[src/rtl/descrambler_257.sv]
// Additive X^58 + X^39 + 1 descrambler for 257-bit transcoded blocks, with valid/ready and an output register.
// Optional feature: define DESCR_BYPASS_EN to add a bypass input that passes blocks through while keeping the keystream aligned.
module descrambler_257 #(
    parameter int          W         = 257,
    parameter logic [57:0] SEED_INIT = 58'h3FFFFFFFFFFFFFF,
    parameter int          CNT_W     = 32
) (
    input  logic             clk,
    input  logic             rst,
    input  logic [W-1:0]     in_data,
    input  logic             in_valid,
    output logic             in_ready,
    input  logic             seed_load,
    input  logic [57:0]      seed,
`ifdef DESCR_BYPASS_EN
    input  logic             bypass,
`endif
    output logic [W-1:0]     out_data,
    output logic             out_valid,
    input  logic             out_ready,
    output logic [CNT_W-1:0] blk_cnt,
    output logic [57:0]      lfsr_state
);

    localparam int L = 58;

    // Returns {final LFSR state, descrambled block}; bit 0 of the block meets the keystream first.
    function automatic logic [L+W-1:0] descramble(input logic [W-1:0] blk, input logic [L-1:0] s0);
        logic [L-1:0] s;
        logic [W-1:0] o;
        logic         f;
        s = s0;
        o = '0;
        for (int i = 0; i < W; i++) begin
            f    = s[57] ^ s[38];
            o[i] = blk[i] ^ f;
            s    = {s[56:0], f};
        end
        return {s, o};
    endfunction

    logic [L-1:0] lfsr;
    logic [L-1:0] start_state;
    logic [L-1:0] next_state;
    logic [W-1:0] clear_data;
    logic [W-1:0] sel_data;
    logic         accept;

    assign in_ready    = !out_valid || out_ready;
    assign accept      = in_valid && in_ready;
    // A seed_load in the accept cycle seeds this very block, not the next one.
    assign start_state = seed_load ? seed : lfsr;
    assign {next_state, clear_data} = descramble(in_data, start_state);

`ifdef DESCR_BYPASS_EN
    assign sel_data = bypass ? in_data : clear_data;
`else
    assign sel_data = clear_data;
`endif

    // LFSR advances only on accepted blocks, so backpressure cannot slip the keystream.
    always_ff @(posedge clk or negedge rst) begin
        if (!rst) begin
            lfsr <= SEED_INIT;
        end else if (accept) begin
            lfsr <= next_state;
        end else if (seed_load) begin
            lfsr <= seed;
        end
    end

    // Output register stage: one-cycle latency, holds while downstream stalls.
    always_ff @(posedge clk or negedge rst) begin
        if (!rst) begin
            out_data  <= '0;
            out_valid <= 1'b0;
            blk_cnt   <= '0;
        end else if (accept) begin
            out_data  <= sel_data;
            out_valid <= 1'b1;
            blk_cnt   <= blk_cnt + CNT_W'(1);
        end else if (out_ready) begin
            out_valid <= 1'b0;
        end
    end

    assign lfsr_state = lfsr;

endmodule

[config.mk]
export PLATFORM = sky130hd
export DESIGN_NAME = descrambler_257
export DESIGN_NICKNAME = d
export VERILOG_FILES = /design/src/rtl/descrambler_257.sv
export SDC_FILE = /design/constraint.sdc
export NUM_CORES = 1
export LEC_CHECK = 0
export BUFFER_PORTS_ARGS = -buffer_cell sky130_fd_sc_hd__buf_4
export CAP_MARGIN = 10
export CORE_AREA = 2 2 261 263
export DETAILED_ROUTE_END_ITERATION = 16
export DIE_AREA = 0 0 263 265
export GPL_TIMING_DRIVEN = 1
export PLACE_DENSITY = 0.54
export SETUP_SLACK_MARGIN = 0.02
export SLEW_MARGIN = 25
export SYNTH_ARGS = -nofsm -noshare
export SYNTH_HDL_FRONTEND = slang
export SYNTH_SLANG_ARGS = --single-unit
[constraint.sdc]
create_clock -name clk -period 3.15 [get_ports clk]
set_input_delay 0.315 -clock clk [delete_from_list [all_inputs] [get_ports clk]]
set_output_delay 0.315 -clock clk [all_outputs]
set_load 0.03 [all_outputs]
==> summary.txt <==
Outcome
  • Status: finished, final reports clean

Routing
  • Number of design rule violations left after detail routing: 0
  • Vias per cell: 4.589
  • Drt initial violations: 877
  • Sum of routed wire length over all layers: 80410 um
  • Pre-Repair DR Iteration Count: 5
  • ANT nets after route: 0
  • DR WL/cell: around 23 um
  • Length of routed wiring on met1: 32570 um
  • Routed length on met3: 5412 um
  • Met2 Routed Length: 40050 um
  • Total vias in the final route: about 16k
  • Top layer in use: met5

Timing
  • Setup repair after global routing missed its margin: no
  • Worst Clk Skew: 16.17 ps
  • Min Clock Period, post-route: between 2000 and 3000 ps
  • Fraction of the cycle the final worst path needs: 0.8654
  • Final-layout setup total negative slack: 0 ps
  • Final-report hold violation count: 0
  • Worst-case hold slack: 31.88 ps
  • Final number of setup-violating endpoints: 0
  • Fmax: 366.8 MHz
  • Relative slew margins: 0.2322
  • Max Transition Viols Final: 0
  • Worst Tran Pin Value: 1152 ps

Layout
  • Layout Cell Area excl Fill: 28720 um2
  • Share of post-route cells with drive strength above 1: 0.3740
  • Final #Nets: 2929
  • Fill cell instance count of the final layout: 6550
  • Area delta synth->final: 38.87%
  • Final design utilization: 0.4299

Synth
  • Number of instances in the synthesized netlist: roughly 1.9k
  • Yosys top cell by area: sky130_fd_sc_hd__dfrtp_1
  • Syn Nets: 2207
  • Most used standard cells in the synthesized netlist: sky130_fd_sc_hd__xnor2_1, sky130_fd_sc_hd__nand2_1, sky130_fd_sc_hd__dfrtp_1
  • Count of different cell masters after synthesis: just over 40
  • Leading cell types by total area after synthesis: sky130_fd_sc_hd__dfrtp_1, sky130_fd_sc_hd__xnor2_1, sky130_fd_sc_hd__xor2_1
  • Share of the yosys chip area belonging to registers: 0.4246
  • Count leader, synth: sky130_fd_sc_hd__xnor2_1
  • Post-Synthesis Mean Instance Area: 10.97 um2
  • Yosys synthesis warning count: 0
  • Post-synth design cell area: 20680 um2
  • Count of flip-flops with a built-in enable after synthesis: 0
  • Dominant register cell in the synthesized netlist: sky130_fd_sc_hd__dfrtp_1
  • Async SR Flop Fraction: 1.000
  • Share of the synthesized area in the top cell type: 0.3509
  • Flops & latches, synth: between 300 and 400

Critical path
  • Delay of the slowest critical-path stage: 650 ps
  • Data arrival time at the worst-slack endpoint: 3210 ps
  • Cell at the slowest stage of the critical path: sky130_fd_sc_hd__dfstp_2
  • Launch instance of the worst register-to-register path: lfsr_state[17]$_DFF_PN1_
  • Endpoint required time on the critical path: approximately 3600 ps
  • Crit path kind: register to register
  • Maximum fanout count along the critical path: 7
  • Chain of cells forming the critical path: xnor3_1 -> mux2i_1 -> xnor2_1 -> xor2_1 -> nand2_1 -> o21ai_0
  • FF-to-FF path depth: 6
  • Delay-heaviest family, CP: XOR/XNOR gates
  • Setup slack of the worst register-to-register path: 420 ps
  • Buffers plus inverters on the worst setup path: 0
  • Capturing point of the worst reg2reg path: lfsr_state[42]$_DFF_PN1_
  • CP startpoint kind: register
  • Endpoint class of the critical path: register
  • Worst setup startpoint: lfsr_state[17]$_DFF_PN1_

Clock tree
  • Post-CTS setup buffers: 0
  • Clk slew on worst S/H paths: around 60 ps
  • Maximum root-to-sink buffer count: 3
  • H-tree level count: 2
  • Cell at the root of the clock tree: sky130_fd_sc_hd__clkbuf_16
  • Cts bufs inserted: 43
  • Sink Count: 348
  • Clk Latency, worst-skew pair: 570 ps
  • TritonCTS clock tree: yes

Pwr
  • Total power draw: 0.04142 W
  • Leakage power: between 10 and 15 nW
  • Register share of total power: 0.210
  • Cell-internal power: 0.02154 W
  • Switching portion of total power: 0.4799
  • Fraction of power consumed by combinational cells: 0.667
  • Proportion of power drawn by the clock network: 0.122
  • Worst IR Drop VDD: between 0.0006 and 0.0007 V
  • Power Density: 1442 nW/um2
  • Switching power: about 0.02 W

Floorplan
  • Total die area: 69700 um2
  • Total number of placement rows: between 90 and 100
  • Initial Utilization: 0.3096
  • X dimension of the die: 263 um
  • Area of the core region: ~67000 um2
  • IO Pins: 669
  • Die boundary height: 265 um

Worst hold path
  • Sink of the worst hold path: out_data[178]$_DFFE_PN0P_
  • Worst hold path class: input port to register
  • Worst hold start: in_data[178]
  • Worst hold path cell count: 3

Global route
  • Total global routing track utilization: 0.2264
  • Number of global-route vias before repair: 17.05k
  • Overall overflow remaining after global route: 0
  • First-pass GRT wire length: 116900 um
  • Antenna violations before repair: 6
  • Pin count of the biggest net entering global routing: between 150 and 200

Flow run
  • Total of max-cap violations: 0

Placed design
  • Number of buffer cells added on primary ports: ~670
  • Instance area after placement: 27060 um2
  • Total half-perimeter wirelength after legalization and detailed placement: 64210 um
  • Gp weighted congestion: approximately 0.87
[repair_timing]
item                       CTS  global route
gates resized for setup      0             0
setup endpoints to repair    0             0
hold endpoints to repair    65             0
hold buffers                23             0
[worst reg2reg max path, cell delays in order (launching register included)]
cell                      delay, ps
sky130_fd_sc_hd__dfstp_2        650
sky130_fd_sc_hd__xnor3_1        340
sky130_fd_sc_hd__mux2i_1        510
sky130_fd_sc_hd__xnor2_1        250
sky130_fd_sc_hd__xor2_1         530
sky130_fd_sc_hd__nand2_1        230
sky130_fd_sc_hd__o21ai_0        130
[area by class of cell]
cell class | count | area (um2) | share of cell area
clock inverter | 14 | 147.6 | 0.005141
tap | 873 | 1092 | 0.03803
sequential | 348 | 8781 | 0.3057
inverter | 1 | 3.754 | 0.0001307
timing repair buffer | 767 | 5981 | 0.2082
clock buffer | 62 | 1270 | 0.04422
antenna | 4 | 10.01 | 0.0003485
multi-input combinational | 1447 | 11440 | 0.3982
[worst max-delay path by stage]
stage / slack [ps] / cells past startpoint / endpoint
final: 420 / 6 / lfsr_state[42]$_DFF_PN1_
after detailed placement: 370 / 7 / out_data[239]$_DFFE_PN0P_
after global placement: 370 / 7 / out_data[239]$_DFFE_PN0P_
after floorplan: 580 / 6 / out_data[211]$_DFFE_PN0P_
after CTS: 460 / 7 / out_data[239]$_DFFE_PN0P_
after global routing: 370 / 6 / lfsr_state[42]$_DFF_PN1_
[placed cells by master, fill, tap and decap left out, types with 25 or more instances in the layout]
cell,count
sky130_fd_sc_hd__xnor2_2,25
sky130_fd_sc_hd__xnor3_1,39
sky130_fd_sc_hd__nor2_1,33
sky130_fd_sc_hd__o21ai_0,213
sky130_fd_sc_hd__o21ai_1,52
sky130_fd_sc_hd__buf_4,730
sky130_fd_sc_hd__xnor2_1,347
sky130_fd_sc_hd__mux2i_1,45
sky130_fd_sc_hd__a21oi_1,27
sky130_fd_sc_hd__xor2_1,194
sky130_fd_sc_hd__nand2_1,324
sky130_fd_sc_hd__mux2i_4,40
sky130_fd_sc_hd__dfstp_2,58
sky130_fd_sc_hd__clkbuf_16,45
sky130_fd_sc_hd__dfrtp_1,290
[flip-flops by register name, indices dropped and copies added (netlist names)]
| name | count |
|---|---|
| out_data | 257 |
| lfsr_state | 58 |
| blk_cnt | 32 |
| out_valid | 1 |
[stage by stage]
step	worst slack (ps)	std cells
after floorplan	583.5	1886
after global placement	367.1	3413
after detailed placement	365.4	3413
after CTS	455.1	3512
after global routing	372.7	3515
final	424.1	3516
[cell families after synthesis]
group | after synthesis | synth area share
AND/OR/NAND/NOR | 397 | 0.07616
multiplexers | 114 | 0.08409
buffers and inverters | 91 | 0.02299
XOR/XNOR | 630 | 0.3162
adder cells (fa/ha/maj) | 1 | 0.0006049
flip-flops | 348 | 0.4246
AO/OA/AOI/OAI | 305 | 0.07544
[power by group through the flow]
stage	Combinational, W	Sequential, W	Clock, W
2_1_floorplan	0.0146	0.0122	0
3_3_place_gp	0.0277	0.00871	0
3_5_place_dp	0.0278	0.00876	0
4_1_cts	0.0280	0.00873	0.00521
5_1_grt	0.0295	0.00897	0.00539
6_report	0.0276	0.00871	0.00507
[routing by layer]
layer | GRT usage | up-vias
met5 | 0 | -
met4 | 0.06888 | 6
met3 | 0.06029 | 107
met2 | 0.3925 | 520
met1 | 0.2746 | 7886
li1 | - | 7617
(Power assumes the default switching activity.)
